## src/rtl/control_unit.sv

```systemverilog
// Hardwired control sequencer: a three-step fetch followed by up to five opcode-specific
// execute steps. It drives the bus-source strobes, load strobes, memory strobes and ALU-op strobes.
module control_unit (
  input  logic        clk,
  input  logic        clear,
  input  logic [31:0] IR,
  input  logic        Stop,
  output logic        PCout,
  output logic        Zlowout,
  output logic        MDRout,
  output logic        Cout,
  output logic        BAout,
  output logic        Rout,
  output logic        MARin,
  output logic        Zin,
  output logic        PCin,
  output logic        MDRin,
  output logic        IRin,
  output logic        Yin,
  output logic        Rin,
  output logic        Gra,
  output logic        Grb,
  output logic        Grc,
  output logic        IncPC,
  output logic        Read,
  output logic        Write,
  output logic        ADD,
  output logic        SUB,
  output logic        AND,
  output logic        OR,
  output logic        Run
);

  typedef enum logic [3:0] {
    RESET, T0, T1, T2, T3, T4, T5, T6, T7, HALT
  } state_t;

  localparam logic [4:0] OP_LD   = 5'b00000;
  localparam logic [4:0] OP_LDI  = 5'b00001;
  localparam logic [4:0] OP_ST   = 5'b00010;
  localparam logic [4:0] OP_ADD  = 5'b00011;
  localparam logic [4:0] OP_SUB  = 5'b00100;
  localparam logic [4:0] OP_AND  = 5'b00101;
  localparam logic [4:0] OP_OR   = 5'b00110;
  localparam logic [4:0] OP_ADDI = 5'b01100;
  localparam logic [4:0] OP_HALT = 5'b11011;

  state_t     state_reg;
  logic       stop_pending_reg;
  logic [4:0] opcode;
  logic       is_ld, is_ldi, is_st, is_addi, is_rtype, is_mem, is_exec;
  logic       last_step;
  state_t     end_state;

  // IR is only trusted from T3 onward, once IRin has loaded it during T2.
  assign opcode   = IR[31:27];
  assign is_ld    = (opcode == OP_LD);
  assign is_ldi   = (opcode == OP_LDI);
  assign is_st    = (opcode == OP_ST);
  assign is_addi  = (opcode == OP_ADDI);
  assign is_rtype = (opcode == OP_ADD) || (opcode == OP_SUB) ||
                    (opcode == OP_AND) || (opcode == OP_OR);
  assign is_mem   = is_ld || is_ldi || is_st;
  assign is_exec  = is_mem || is_rtype || is_addi;

  assign last_step = (state_reg == T7) ||
                     (state_reg == T5 && (is_ldi || is_rtype || is_addi)) ||
                     (state_reg == T3 && !is_exec);

  // A Stop seen at any point in an instruction is held until the next boundary.
  assign end_state = (Stop || stop_pending_reg) ? HALT : T0;

  always_ff @(posedge clk) begin
    if (clear) begin
      state_reg        <= RESET;
      stop_pending_reg <= 1'b0;
    end else begin
      case (state_reg)
        RESET:   state_reg <= T0;
        T0:      state_reg <= T1;
        T1:      state_reg <= T2;
        T2:      state_reg <= T3;
        T3:      state_reg <= (opcode == OP_HALT) ? HALT : (is_exec ? T4 : end_state);
        T4:      state_reg <= T5;
        T5:      state_reg <= (is_ld || is_st) ? T6 : end_state;
        T6:      state_reg <= T7;
        T7:      state_reg <= end_state;
        default: state_reg <= HALT;
      endcase
      stop_pending_reg <= last_step ? 1'b0 : (stop_pending_reg || Stop);
    end
  end

  always_comb begin
    {PCout, Zlowout, MDRout, Cout, BAout, Rout} = '0;
    {MARin, Zin, PCin, MDRin, IRin, Yin, Rin}   = '0;
    {Gra, Grb, Grc}                             = '0;
    {IncPC, Read, Write, ADD, SUB, AND, OR}     = '0;
    Run = (state_reg != RESET) && (state_reg != HALT);
    case (state_reg)
      T0: {PCout, MARin, IncPC, Zin} = '1;
      T1: {Zlowout, PCin, Read, MDRin} = '1;
      T2: {MDRout, IRin} = '1;
      T3: begin
        if (is_mem) {Grb, BAout, Yin} = '1;
        else if (is_rtype || is_addi) {Grb, Rout, Yin} = '1;
      end
      T4: begin
        if (is_mem || is_addi) {Cout, ADD, Zin} = '1;
        else if (is_rtype) begin
          {Grc, Rout, Zin} = '1;
          ADD = (opcode == OP_ADD);
          SUB = (opcode == OP_SUB);
          AND = (opcode == OP_AND);
          OR  = (opcode == OP_OR);
        end
      end
      T5: begin
        if (is_ld || is_st) {Zlowout, MARin} = '1;
        else if (is_ldi || is_rtype || is_addi) {Zlowout, Gra, Rin} = '1;
      end
      T6: begin
        if (is_ld) {Read, MDRin} = '1;
        else if (is_st) {Gra, Rout, MDRin} = '1;
      end
      T7: begin
        if (is_ld) {MDRout, Gra, Rin} = '1;
        else if (is_st) Write = 1'b1;
      end
      default: ;
    endcase
  end

endmodule

```

## config.mk

```make
export PLATFORM = sky130hd
export DESIGN_NAME = control_unit
export DESIGN_NICKNAME = d
export VERILOG_FILES = /design/src/rtl/control_unit.sv
export SDC_FILE = /design/constraint.sdc
export NUM_CORES = 1
export LEC_CHECK = 0
export ABC_AREA = 1
export CORE_UTILIZATION = 44
export CTS_CLUSTER_SIZE = 25
export DETAILED_ROUTE_END_ITERATION = 10
export DONT_BUFFER_PORTS = 1
export GPL_TIMING_DRIVEN = 0
export PLACE_DENSITY_LB_ADDON = 0.3
export REMOVE_ABC_BUFFERS = 1
export SLEW_MARGIN = 20
export SYNTH_ARGS = -nofsm -noshare
export SYNTH_HDL_FRONTEND = slang
export SYNTH_SLANG_ARGS = --single-unit
```

## constraint.sdc

```tcl
create_clock -name clk -period 2.5 [get_ports clk]
set_input_delay 0.25 -clock clk [delete_from_list [all_inputs] [get_ports clk]]
set_output_delay 0.25 -clock clk [all_outputs]
set_load 0.05 [all_outputs]
```

## Yosys cells after proc, flatten, opt, wreduce, memory -nomap -nowiden

Index checks and enable logic that the tools add are counted.

| word-level totals | value |
|---|---|
| word-level logic and storage cells | 92 |
| memory bits (writable) | 0 |
| memories kept | 0 |
| flip-flop bits (word level) | 5 |
| bits of input ports | 35 |
| bits in read-only memories | 0 |
| output and inout bits | 24 |
| latch bits | 0 |

| cells by class | value |
|---|---|
| shift operators | 0 |
| multiplexer cells | 50 |
| reductions and logical operators | 23 |
| equal/unequal tests | 17 |
| add/sub/neg operators | 0 |
| $lt $le $gt $ge | 0 |
| bitwise gates (word level) | 0 |
| multipliers | 0 |
| div/mod/pow operators | 0 |

Operators with widths:

| kind | number |
|---|---|
| two-way mux 1 bit | 36 |
| one-hot mux 4 bit (9 select lines) | 1 |
| equality test 4 x 3 -> 1 bit (second input constant) | 4 |
| two-way mux 4 bit | 4 |
| equality test 5 x 3 -> 1 bit (second input constant) | 3 |
| logical OR 1 bit | 15 |
| one-hot mux 1 bit (2 select lines) | 7 |
| equality test 5 x 2 -> 1 bit (second input constant) | 2 |
| equality test 4 x 2 -> 1 bit (second input constant) | 2 |
| one-hot mux 1 bit (3 select lines) | 2 |
| equality test 5 x 1 -> 1 bit (second input constant) | 1 |
| equality test 5 x 4 -> 1 bit (second input constant) | 1 |
| equality test 5 bit (second input constant) | 1 |
| logical NOT 5 bit | 1 |
| equality test 4 x 1 -> 1 bit (second input constant) | 1 |
| equality test 4 bit (second input constant) | 1 |
| logical NOT 4 bit | 1 |
| != test 4 bit (second input constant) | 1 |
| nonzero test 4 bit | 1 |
| logical AND 1 bit | 3 |
| OR reduction 2 bit | 1 |
| logical NOT 1 bit | 1 |

## Longest topological paths before layout

| logic depth | value |
|---|---|
| depth after elaboration | 10 |
| mapped depth | 9 |
| mapped depth without buffers | 9 |

## Least setup slack after synthesis

OpenSTA, ideal clock, no wires.

| timing path | value |
|---|---|
| path type | register to output |
| from | register state_reg[3] |
| to | output MDRout |
| data required time | 2.250 ns |
| arrival time | 2.129 ns |
| path slack | 0.121 ns |
| cell stages (with the launch flop) | 6 |
| buffers on the path | 0 |
| path through | dfxtp_1 -> inv_2 -> nand2_1 -> nor3_1 -> inv_1 -> nand2_1 |

| between the ends | value |
|---|---|
| longest elaborated chain between the ends | 2 |
| elaborated cells between the ends (all ways) | 3 |
| those cells by class | eq/ne (2); mux (1) |

RTL lines:

| what | RTL line | RTL |
|---|---|---|
| from (decl) | 48 | `state_t state_reg;` |
| from (signal assigned) | 83 | `T3: state_reg <= (opcode == OP_HALT) ? HALT : (is_exec ? T4 : end_state);` |
| from (signal assigned) | 85 | `T5: state_reg <= (is_ld \|\| is_st) ? T6 : end_state;` |
| from (signal assigned) | 87 | `T7: state_reg <= end_state;` |
| equality test 4 bit / equality test 4 x 2 -> 1 bit (equally long branches) | 100 | `case (state_reg)` |
| one-hot mux 1 bit (2 select lines) (*) | 100 |  |
| to (decl) | 10 | `output logic MDRout,` |

Every way passes the cells marked *; elsewhere a longest branch is shown, timed or not.

## Worst setup path after layout

| timing path | value |
|---|---|
| from | register state_reg[2] |
| to | output Rout |

| between the ends | value |
|---|---|
| longest elaborated chain between the ends | 2 |
| elaborated cells between the ends (all ways) | 4 |
| those cells by class | eq/ne (3); mux (1) |

RTL lines:

| what | RTL line | RTL |
|---|---|---|
| equality test 4 x 3 -> 1 bit | 100 |  |
| one-hot mux 1 bit (3 select lines) (*) | 100 |  |
| to (decl) | 13 | `output logic Rout,` |

Marked as above.

==> results.md <==
- Psw: 157 µW
- CTS Buf Count: 3
- Synth top area share: 0.152
- Power per cell area: 437 nW/µm²
- Synth Area in Simple Gates: 0.592
- Skew-Pair Late Insertion Delay: 0.24 ns
- Placed wire-length estimate: 1.38 mm
- CP startpoint kind: flip-flop
- Tot GR Track Use: 0.238
- CP Class: flip-flop to output pin
- Layout cells sized above 1: 0.281
- First-pass GRT wire length: 2.68 mm
- RePlAce Congestion: 0.784
- CP Cell Sequence: nand2_2 -> nor2_2 -> inv_1 -> nor2_2 -> nor2_1 -> o21ai_2
- Max reg flops: 4
- Initial DRT Pass Iterations: 4
- Comb pwr share: 0.447
- Post-CTS Setup Bufs: 0
- Adder-Cell Fraction of Synth Area: 0
- Die area: 1650 µm²
- XOR/XNOR Fraction of Synth Area: 0
- Port Buffer Count: 0
- Post-synth top cells: nand2_1 (24), inv_1 (20), nor2_1 (14)
- Vias: 804
- Asr flop ratio synth: 0
- CTS tree: yes
- Reg area: 100 µm²
- Num rows: 13
- Slew Limit Headroom: 0.220
- Power Total: 332 µW
- Cell count after placement: 139
- CTS Hold Bufs: 0
- Data arrival, critical path: 2.11 ns
- Clock buffer depth: 2
- Mean Syn Cell Area: 5.38 µm²
- Crit Path Max Fanout: 7
- Largest family of logic cells by synthesized area: simple AND/OR/NAND/NOR gates
- Layout area overhead: 15.8%
- Grt total ovfl: 0
- Core ar.: 1350 µm²
- Most frequent cell after synthesis: nand2_1
- Final Non-Filler Cells: 143
- Post-synth EDFFs: 0
- CP required: 2.25 ns
- Crit end category: output pin
- Mapped Cells: 122
- Vias per std cell: 5.62
- Reg clk slew, reported paths: 0.04 ns
- Synth cell types: 20
- Post_cts resized: 2
- Clk_skew: 0.00215 ns
- Top area cells in the synthesized netlist: dfxtp_1 (15%), nand2_1 (14%), inv_1 (11%), nor2_1 (8.0%), nor2_2 (7.6%)
- PnR worst setup slack: 0.142 ns
- Fmax: 424 MHz
- Antenna Cells: 0
- Switching part of the total power: 0.473
- Layout Nets: 164
- DP Worst Slack: 0.228 ns
- WHS: 0.0678 ns
- Final setup vio count: 0
- Largest net degree at the start of global routing: 8
- Most used DFF post-synth: dfxtp_1
- H-tree Lvls: 1
- # IOs: 59
- Die width: 40.6 µm
- Final Critical Period: 2.36 ns
- Drt drc: 0
- CP max stage cell: nor2_2
- Post-Syn Area: 657 µm²
- Area of the multi-input gates: 488 µm²
- Fin. Hold Viols: 0
- Reg2Reg Setup Slack: 0.54 ns
- Mux cell area share after synthesis: 0
- Critical path's largest stage delay: 0.50 ns
- Die Span Y: 40.6 µm
- Vias in the first global route: 684
- Internal power: 175 µW
- Fillcell total: 155
- WL per Instance: 11.6 µm
- Leak pwr: 0.000360 µW
- # Max-Cap Violations: 0
- RSZ-0062 raised after global routing: no
- DRT iter0 DRCs: 24
- Root buffer cell: clkbuf_4
- Synth area leader: dfxtp_1
- Hold Crit Class: input port to flip-flop
- Initial Util: 0.487
- Clock sink count: 5
- Crit path top cell by count: nor2_2
- Initial antenna violation count: 0
- Flop pwr share: 0.274
- Fin. max-slew vios: 0
- #FFs+latches synth: 5
- Status: finished, final reports clean
- Compound-Gate Fraction of Synth Area: 0.0838
- Clock power frac: 0.279
- Final instance area: 761 µm²
- Total wire length: 1.66 mm
- Final ANT Viol Nets: 0
- Sequential area share after synthesis: 0.152
- Syn. warnings: 0
- Placed inst area: 719 µm²
- Period utilization: 0.943
- Worst-margin pin slew: 1.16 ns
- Worst IR Drop VDD: 0.000259 V
==> final timing paths <==
| check | start | endpoint | cells past startpoint |
|---|---|---|---|
| worst max-delay path | state_reg[2]$_SDFF_PP0_ | Rout | 6 |
| worst min-delay path | clear | state_reg[2]$_SDFF_PP0_ | 1 |
| worst max register to register | state_reg[2]$_SDFF_PP0_ | state_reg[1]$_SDFF_PP0_ | 6 |
| worst min register to register | state_reg[0]$_SDFF_PP0_ | state_reg[0]$_SDFF_PP0_ | 1 |
==> layout make-up <==
type,count,share of cell area
clock buffers,4,0.0345
inverters,26,0.128
multi-input cells,89,0.641
flip-flops and latches,5,0.132
well taps,15,0.0247
repair buffers,4,0.0395
==> through the flow <==
step	utilization	TNS (ns)
final	0.563	0
after global routing	0.563	0
after CTS	0.557	0
after detailed placement	0.533	0
after global placement	0.489	-1.06
after floorplan	-	-0.582
==> cells by family (layout without fill, tap and decap cells) <==
logic type	Yosys count	count (layout)
DFF	5	5
and+or+nand+nor	79	79
AOI/OAI and AO/OA	10	10
buffers and inverters	28	34
==> power groups by stage <==
stage               Combinational, µW  Sequential (µW)  Clock (µW)
global placement                  133             92.1           0
floorplan                         123             91.1           0
global route                      161             91.8         103
CTS                               147             90.9        95.9
detailed placement                146             92.3           0
finish                            149             91.1        92.7
==> layer usage <==
layer	global-route usage	vias to the layer above	wire (µm)
li1	-	395	-
met1	0.318	364	699
met2	0.405	45	756
met3	0.0489	0	200
met4	0.0250	0	0
met5	0	-	0
==> cells in the final DEF (no fill, tap or decap), types with 2 or more instances in the layout <==
cell / instances
dfxtp_1: 5
nand2_1: 24
inv_1: 20
nand4_1: 5
nor2_4: 2
nor3_2: 4
clkbuf_4: 3
inv_2: 6
o21ai_1: 3
a21oi_1: 3
nand3_1: 9
buf_1: 2
nor2_2: 10
nor2_1: 12
nand2_2: 6
nor3_1: 4
==> worst max-delay path: cells and delay by family, from the launching register on <==
kind,cells,cell delay (ns)
and+or+nand+nor,4,0.97
AOI/OAI and AO/OA,1,0.25
buffers and inverters,1,0.15
DFF,1,0.49
(Power assumes the default switching activity.)
